<file path="src/rtl/al_buckeye_readback_if.sv">
// Bus bundle for al_buckeye_readback: Buckeye serial return inputs, capture
// control, and the FIFO readback/status outputs.
interface al_buckeye_readback_if #(
    parameter int DEPTH_LOG2 = 4
);
    logic                  CLK1MHZ;
    logic                  SHCK_ENA;
    logic                  SDATA_IN;
    logic                  START;
    logic [11:0]           BIT_CNT;
    logic                  RD_EN;
    logic [15:0]           DOUT;
    logic                  EMPTY;
    logic                  FULL;
    logic [DEPTH_LOG2:0]   WORDS;
    logic                  OVFL;
    logic                  BUSY;
    logic                  DONE;
    logic [15:0]           CHKSUM;

    modport master (
        output CLK1MHZ, SHCK_ENA, SDATA_IN, START, BIT_CNT, RD_EN,
        input  DOUT, EMPTY, FULL, WORDS, OVFL, BUSY, DONE, CHKSUM
    );

    modport slave (
        input  CLK1MHZ, SHCK_ENA, SDATA_IN, START, BIT_CNT, RD_EN,
        output DOUT, EMPTY, FULL, WORDS, OVFL, BUSY, DONE, CHKSUM
    );
endinterface

</file>
<file path="src/rtl/al_buckeye_readback.sv">
// Buckeye chain readback: samples the serial return stream, packs LSB-first
// 16-bit words into a FWFT FIFO. Optional XOR checksum via AL_BKY_RB_CHKSUM_EN.
module al_buckeye_readback #(
    parameter int DEPTH_LOG2 = 4
) (
    input  logic                 CLK40,
    input  logic                 RST,
    al_buckeye_readback_if.slave bus
);
    localparam logic [DEPTH_LOG2:0] FULL_CNT = {1'b1, {DEPTH_LOG2{1'b0}}};

    typedef enum logic [2:0] {
        IDLE,
        ARMED,
        CAPTURE,
        FLUSH,
        DONE_ST
    } state_t;

    // ------------------------------------------------------------------
    // Input synchronizers; CLK1MHZ is data here, its edge is found by s2/s3.
    // ------------------------------------------------------------------
    logic clk_s1_q, clk_s2_q, clk_s3_q;
    logic ena_s1_q, ena_s2_q;
    logic dat_s1_q, dat_s2_q;
    logic smp;

    // NOTE: every clocked block uses <= so all flops update from pre-edge values.
    always_ff @(posedge CLK40 or posedge RST) begin
        if (RST) begin
            clk_s1_q <= 1'b0;
            clk_s2_q <= 1'b0;
            clk_s3_q <= 1'b0;
            ena_s1_q <= 1'b0;
            ena_s2_q <= 1'b0;
            dat_s1_q <= 1'b0;
            dat_s2_q <= 1'b0;
        end else begin
            clk_s1_q <= bus.CLK1MHZ;
            clk_s2_q <= clk_s1_q;
            clk_s3_q <= clk_s2_q;
            ena_s1_q <= bus.SHCK_ENA;
            ena_s2_q <= ena_s1_q;
            dat_s1_q <= bus.SDATA_IN;
            dat_s2_q <= dat_s1_q;
        end
    end

    assign smp = clk_s2_q & ~clk_s3_q & ena_s2_q;

    // ------------------------------------------------------------------
    // Capture FSM and word assembly
    // ------------------------------------------------------------------
    state_t      state_q;
    logic [11:0] cnt_q;
    logic [11:0] bitcnt_q;
    logic [3:0]  wbit_q;
    logic [15:0] sr_q;
    logic        push_q;
    logic [15:0] push_data_q;
    logic        busy_q;
    logic        done_q;

    logic [15:0] sr_shift;
    logic [15:0] flush_word;

    assign sr_shift   = {dat_s2_q, sr_q[15:1]};
    assign flush_word = sr_q >> (5'd16 - {1'b0, wbit_q});

    always_ff @(posedge CLK40 or posedge RST) begin
        if (RST) begin
            state_q     <= IDLE;
            cnt_q       <= '0;
            bitcnt_q    <= '0;
            wbit_q      <= '0;
            sr_q        <= '0;
            push_q      <= 1'b0;
            push_data_q <= '0;
            busy_q      <= 1'b0;
            done_q      <= 1'b0;
        end else begin
            push_q <= 1'b0;
            if (bus.START) begin
                // Restart from any state; a partially assembled word is lost.
                cnt_q    <= bus.BIT_CNT;
                bitcnt_q <= '0;
                wbit_q   <= '0;
                sr_q     <= '0;
                done_q   <= 1'b0;
                if (bus.BIT_CNT == 12'd0) begin
                    state_q <= DONE_ST;
                    busy_q  <= 1'b0;
                end else begin
                    state_q <= ARMED;
                    busy_q  <= 1'b1;
                end
            end else begin
                case (state_q)
                    IDLE: ;
                    ARMED, CAPTURE: begin
                        if (state_q == CAPTURE && bitcnt_q == cnt_q) begin
                            state_q <= FLUSH;
                        end else if (smp) begin
                            state_q  <= CAPTURE;
                            sr_q     <= sr_shift;
                            bitcnt_q <= bitcnt_q + 12'd1;
                            wbit_q   <= wbit_q + 4'd1;
                            if (wbit_q == 4'd15) begin
                                push_q      <= 1'b1;
                                push_data_q <= sr_shift;
                            end
                        end
                    end
                    FLUSH: begin
                        if (wbit_q != 4'd0) begin
                            push_q      <= 1'b1;
                            push_data_q <= flush_word;
                        end
                        state_q <= DONE_ST;
                        busy_q  <= 1'b0;
                    end
                    DONE_ST: done_q <= 1'b1;
                    default: begin
                        state_q <= IDLE;
                        busy_q  <= 1'b0;
                    end
                endcase
            end
        end
    end

    // ------------------------------------------------------------------
    // Readback FIFO (first-word-fall-through)
    // ------------------------------------------------------------------
    logic [15:0]           mem [1 << DEPTH_LOG2];
    logic [DEPTH_LOG2-1:0] wr_ptr_q, wr_ptr_d;
    logic [DEPTH_LOG2-1:0] rd_ptr_q, rd_ptr_d;
    logic [DEPTH_LOG2:0]   count_q, count_d;
    logic                  ovfl_q, ovfl_d;
    logic                  empty;
    logic                  full;
    logic                  pop;
    logic                  wr_en;

    assign empty = (count_q == '0);
    assign full  = (count_q == FULL_CNT);
    assign pop   = bus.RD_EN & ~empty;
    // A full FIFO still accepts a word when the head leaves in the same cycle.
    assign wr_en = push_q & (~full | pop);

    always_comb begin
        wr_ptr_d = wr_ptr_q;
        rd_ptr_d = rd_ptr_q;
        count_d  = count_q;
        ovfl_d   = ovfl_q;
        if (bus.START) begin
            wr_ptr_d = '0;
            rd_ptr_d = '0;
            count_d  = '0;
            ovfl_d   = 1'b0;
        end else begin
            if (wr_en) wr_ptr_d = wr_ptr_q + 1'b1;
            if (pop)   rd_ptr_d = rd_ptr_q + 1'b1;
            count_d = count_q + {{DEPTH_LOG2{1'b0}}, wr_en}
                              - {{DEPTH_LOG2{1'b0}}, pop};
            if (push_q && !wr_en) ovfl_d = 1'b1;
        end
    end

    always_ff @(posedge CLK40 or posedge RST) begin
        if (RST) begin
            wr_ptr_q <= '0;
            rd_ptr_q <= '0;
            count_q  <= '0;
            ovfl_q   <= 1'b0;
        end else begin
            wr_ptr_q <= wr_ptr_d;
            rd_ptr_q <= rd_ptr_d;
            count_q  <= count_d;
            ovfl_q   <= ovfl_d;
        end
    end

    // NOTE: storage has no reset; DOUT is forced to zero while empty instead.
    always_ff @(posedge CLK40) begin
        if (wr_en) mem[wr_ptr_q] <= push_data_q;
    end

`ifdef AL_BKY_RB_CHKSUM_EN
    logic [15:0] chk_q;

    // Dropped words still count: the sum reflects what the chain returned.
    always_ff @(posedge CLK40 or posedge RST) begin
        if (RST) begin
            chk_q <= '0;
        end else if (bus.START) begin
            chk_q <= '0;
        end else if (push_q) begin
            chk_q <= chk_q ^ push_data_q;
        end
    end

    assign bus.CHKSUM = chk_q;
`else
    assign bus.CHKSUM = 16'h0000;
`endif

    assign bus.DOUT  = empty ? 16'h0000 : mem[rd_ptr_q];
    assign bus.EMPTY = empty;
    assign bus.FULL  = full;
    assign bus.WORDS = count_q;
    assign bus.OVFL  = ovfl_q;
    assign bus.BUSY  = busy_q;
    assign bus.DONE  = done_q;

endmodule

</file>
<file path="src/flat_wrapper.sv">
// flat-port wrapper written by rule: the top's interface ports become plain ports
module al_buckeye_readback_flat 
#(
    parameter int DEPTH_LOG2 = 4
)
  (CLK40, RST, bus_CLK1MHZ, bus_SHCK_ENA, bus_SDATA_IN, bus_START, bus_BIT_CNT, bus_RD_EN, bus_DOUT, bus_EMPTY, bus_FULL, bus_WORDS, bus_OVFL, bus_BUSY, bus_DONE, bus_CHKSUM);
  al_buckeye_readback_if #(.DEPTH_LOG2(DEPTH_LOG2)) bus_i ();
  input  logic CLK40;
  input  logic RST;
  input wire logic [$bits(bus_i.CLK1MHZ)-1:0] bus_CLK1MHZ;
  input wire logic [$bits(bus_i.SHCK_ENA)-1:0] bus_SHCK_ENA;
  input wire logic [$bits(bus_i.SDATA_IN)-1:0] bus_SDATA_IN;
  input wire logic [$bits(bus_i.START)-1:0] bus_START;
  input wire logic [$bits(bus_i.BIT_CNT)-1:0] bus_BIT_CNT;
  input wire logic [$bits(bus_i.RD_EN)-1:0] bus_RD_EN;
  output wire logic [$bits(bus_i.DOUT)-1:0] bus_DOUT;
  output wire logic [$bits(bus_i.EMPTY)-1:0] bus_EMPTY;
  output wire logic [$bits(bus_i.FULL)-1:0] bus_FULL;
  output wire logic [$bits(bus_i.WORDS)-1:0] bus_WORDS;
  output wire logic [$bits(bus_i.OVFL)-1:0] bus_OVFL;
  output wire logic [$bits(bus_i.BUSY)-1:0] bus_BUSY;
  output wire logic [$bits(bus_i.DONE)-1:0] bus_DONE;
  output wire logic [$bits(bus_i.CHKSUM)-1:0] bus_CHKSUM;
  assign bus_i.CLK1MHZ = bus_CLK1MHZ;
  assign bus_i.SHCK_ENA = bus_SHCK_ENA;
  assign bus_i.SDATA_IN = bus_SDATA_IN;
  assign bus_i.START = bus_START;
  assign bus_i.BIT_CNT = bus_BIT_CNT;
  assign bus_i.RD_EN = bus_RD_EN;
  assign bus_DOUT = bus_i.DOUT;
  assign bus_EMPTY = bus_i.EMPTY;
  assign bus_FULL = bus_i.FULL;
  assign bus_WORDS = bus_i.WORDS;
  assign bus_OVFL = bus_i.OVFL;
  assign bus_BUSY = bus_i.BUSY;
  assign bus_DONE = bus_i.DONE;
  assign bus_CHKSUM = bus_i.CHKSUM;
  al_buckeye_readback #(.DEPTH_LOG2(DEPTH_LOG2)) u_core (.CLK40(CLK40), .RST(RST), .bus(bus_i));
endmodule
</file>
<file path="config.mk">
export PLATFORM = sky130hd
export DESIGN_NAME = al_buckeye_readback_flat
export DESIGN_NICKNAME = d
export VERILOG_FILES = /design/src/rtl/al_buckeye_readback_if.sv /design/src/rtl/al_buckeye_readback.sv /design/src/flat_wrapper.sv
export SDC_FILE = /design/constraint.sdc
export NUM_CORES = 1
export LEC_CHECK = 0
export CAP_MARGIN = 20
export CELL_PAD_IN_SITES_DETAIL_PLACEMENT = 2
export CELL_PAD_IN_SITES_GLOBAL_PLACEMENT = 2
export CORE_ASPECT_RATIO = 0.9
export CORE_MARGIN = 1
export CORE_UTILIZATION = 46
export CTS_CLUSTER_DIAMETER = 100
export DETAILED_ROUTE_END_ITERATION = 16
export PLACE_DENSITY_LB_ADDON = 0.1
export SYNTH_ARGS = -nofsm -noshare
export SYNTH_HDL_FRONTEND = slang
export SYNTH_SLANG_ARGS = --single-unit
</file>
<file path="constraint.sdc">
create_clock -name CLK40 -period 3.4 [get_ports CLK40]
set_input_delay 0.68 -clock CLK40 [delete_from_list [all_inputs] [get_ports CLK40]]
set_output_delay 0.68 -clock CLK40 [all_outputs]
set_load 0.005 [all_outputs]
</file>
==> results.json <==
{
  "leakagePower_nw": 6.14,
  "wl_um": 48100,
  "synth_edf_count": 256,
  "worstSetupPathType": "reg2out",
  "die_w_um": 192,
  "cts_buffers": 37,
  "post-route-period-util": 1.02,
  "whs_ns": 0.356,
  "avgSynthCellArea_um2": 16.5,
  "path_clk_slew_ns": 0.07,
  "cp-start-kind": "register",
  "port_buffers": 44,
  "power_mw": 11.3,
  "grt_usage": 0.301,
  "worstSkewPairLatency_ns": 0.55,
  "die-area_um2": 33300,
  "ys_seq_elements": 343,
  "status": "complete, but fails checks",
  "first_pass_iters": 5,
  "initial_core_util": 0.469,
  "r2r_cells": 15,
  "arrival_ns": 2.77,
  "gp_congestion": 0.801,
  "overflow": 0,
  "yosysUniqueCellTypes": 60,
  "first_global_vias": 9932,
  "dpl.hpwl_um": 27500,
  "violations": "setup timing",
  "max_freq_ghz": 0.290,
  "synth_warnings": 0,
  "grt_use_met1": 0.401,
  "critPathRequiredTime_ns": 2.72,
  "n_fill_cell": 2841,
  "final_max_slew_viol_count": 0,
  "coreArea_um2": 32000,
  "antenna_found_initial": 2,
  "htree_levels": 2,
  "fin_crit_ns": 3.45,
  "io_pins": 61,
  "rsz0062_at_grt": "true",
  "hold_path_class": "reg2reg",
  "hold_depth": 0,
  "worst_ir_drop_vdd_mv": 0.390,
  "worst_slack_ns": -0.0515,
  "viasPerCell": 6.17,
  "cts_sinks": 343,
  "drt-initial-drc-count": 759,
  "cts_root_buffer": "clkbuf_16",
  "setup_viol": 4,
  "cts_hold_buf": 0,
  "num_rows": 62,
  "use_met2": 0.514,
  "grt_max_degree": 70,
  "powerDensity_nw_per_um2": 645,
  "vias": 8888,
  "synthFlopType": "edfxtp_1",
  "drc": 0,
  "antenna_left": 0,
  "grt_use_met3": 0.0440,
  "grt_first_pass_wirelength_um": 70800,
  "yosysSeqAreaShare": 0.659,
  "finalHoldViolCount": 0,
  "relSlewSlack": 0.333,
  "grt-busiest-layer": "met2",
  "drv_cap": 0,
  "cp_max_fo": 8,
  "netlist_area_um2": 15000,
  "cts_tree": "yes",
  "final_util": 0.548,
  "drive_gt1_frac": 0.269,
  "worst_pin_slew_ns": 0.998,
  "synth_cells": 906,
  "fp.dieH_um": 173,
  "clockBufferDepth": 3,
  "worstSetupEndpointType": "primary output",
  "fin_worst_skew_ns": 0.0249,
  "final_nets": 1028,
  "synthArstFlopShare": 0.254,
  "syn_to_final_growth_pct": 16.9,
  "wl_per_cell_um": 33.4
}
## layout make-up
| class | count | area, um2 | area share |
|---|---|---|---|
| clock inverters | 15 | 119 | 0.00679 |
| well taps | 416 | 520 | 0.0297 |
| diodes | 1 | 2.50 | 0.000143 |
| clock buffers | 53 | 1020 | 0.0580 |
| flip-flops and latches | 343 | 9870 | 0.564 |
| repair buffers | 110 | 1120 | 0.0639 |
| inverters | 15 | 57.6 | 0.00329 |
| multi-input cells | 487 | 4800 | 0.274 |
## placed cells by master (no fill, tap or decap), drive strengths merged, types with 14 or more instances in the layout
cell / instances
nand2: 25
ha: 14
o21ai: 34
nor2: 39
inv: 17
xor2: 19
conb: 16
nor2b: 24
mux2i: 20
buf: 79
mux4: 90
clkbuf: 57
clkdlybuf4s50: 27
dfrtp: 87
edfxtp: 256
mux2: 34
a21oi: 40
nand3: 35
## worst paths after layout
| check | startpoint | end | slack, ns |
|---|---|---|---|
| setup reg to reg | u_core.bus.WORDS[2] | u_core.bus.WORDS[4] | 0.19 |
| setup / recovery | u_core.rd_ptr_q[0] | bus_DOUT[10] | -0.05 |
| hold reg to reg | u_core.ena_s1_q | u_core.ena_s2_q | 0.36 |
| min in group asynchronous | RST | u_core.cnt_q[7] | 0.56 |
| max in group asynchronous | RST | u_core.push_data_q[10] | 2.09 |
| hold / removal | u_core.ena_s1_q | u_core.ena_s2_q | 0.36 |
## worst max-delay path: stages (launching register included)
cell and delay, ns:
dfrtp_4 0.47, buf_12 0.15, buf_8 0.13, buf_12 0.15
mux4_2 0.52, mux4_2 0.52, nor2b_4 0.16, buf_2 0.13
## timing repair
item                                   CTS  global route
setup endpoints to repair               16            16
endpoints found under the hold margin    0             0
pin swaps                                0             0
setup buffers                           14             3
resized for setup                       71            23
cloned                                   7             0
## routing by layer
metal | vias to the layer above | part of all wire | wire [um]
met5 | - | 0 | 0
met4 | 0 | 0.026 | 1230
met3 | 75 | 0.057 | 2720
met2 | 344 | 0.52 | 24900
met1 | 4785 | 0.40 | 19300
li1 | 3684 | - | -
## metrics by stage
stage / setup WS [ns] / cell area (um2) / std cells / setup TNS [ns]
2_1_floorplan: 0.470 / 15000 / 921 / 0
3_3_place_gp: 0.262 / 16000 / 1350 / 0
3_5_place_dp: 0.180 / 16000 / 1350 / 0
4_1_cts: -0.108 / 17500 / 1439 / -0.686
5_1_grt: -0.105 / 17500 / 1439 / -0.520
6_report: -0.0515 / 17500 / 1440 / -0.123
## power breakdown
group          internal [mW]  total [mW]  switching, mW
Combinational           1.48        2.67           1.19
Clock                   2.18        3.96           1.78
Sequential              4.54        4.66          0.118
## state kept, by name, summed over array words and instances, names as in the netlist
register            flops
u_core.bus.BUSY         1
u_core.bus.WORDS        5
u_core.push_data_q     16
u_core.rd_ptr_q         4
u_core.ena_s2_q         1
u_core.push_q           1
u_core.wr_ptr_q         4
u_core.cnt_q           12
u_core.bus.DONE         1
u_core.bitcnt_q        12
u_core.clk_s3_q         1
u_core.clk_s1_q         1
u_core.clk_s2_q         1
u_core.sr_q            16
u_core.ena_s1_q         1
u_core.state_q          3
u_core.bus.OVFL         1
u_core.wbit_q           4
u_core.mem            256
u_core.dat_s1_q         1
u_core.dat_s2_q         1
## logic make-up (layout without fill, tap and decap cells)
group / Yosys count / in the layout / synth area share
AO/OA/AOI/OAI: 106 / 106 / 0.0415
XOR/XNOR: 22 / 22 / 0.0141
adder cells (fa/ha/maj): 16 / 16 / 0.0137
buffers and inverters: 91 / 193 / 0.0307
flip-flops: 343 / 343 / 0.659
multiplexers: 144 / 144 / 0.175
other: 1 / 17 / 0.000250
AND/OR/NAND/NOR: 183 / 183 / 0.0659
## cells in the mapped netlist, drive strengths merged, types with 2 or more instances
cell type,instances,area share
edfxtp,256,0.51
mux4,90,0.14
dfrtp,87,0.15
buf,41,0.018
a21oi,40,0.013
nor2,39,0.0098
clkbuf,35,0.0088
nand3,35,0.012
mux2,34,0.026
o21ai,34,0.011
nand2,25,0.0064
nor2b,24,0.010
mux2i,20,0.013
xor2,19,0.012
inv,15,0.0038
ha,14,0.012
nor3,11,0.0037
o31ai,11,0.0055
nand2b,8,0.0033
or4,8,0.0040
nor4,5,0.0025
and3,4,0.0017
nand4,4,0.0021
o211ai,4,0.0020
or3,4,0.0017
a211oi,3,0.0018
and2,3,0.0013
and4,3,0.0018
nor4b,3,0.0022
xnor2,3,0.0018
a22o,2,0.0012
a31oi,2,0.00084
and3b,2,0.0012
o2111ai,2,0.0012
Power figures use the tool's default switching activity.
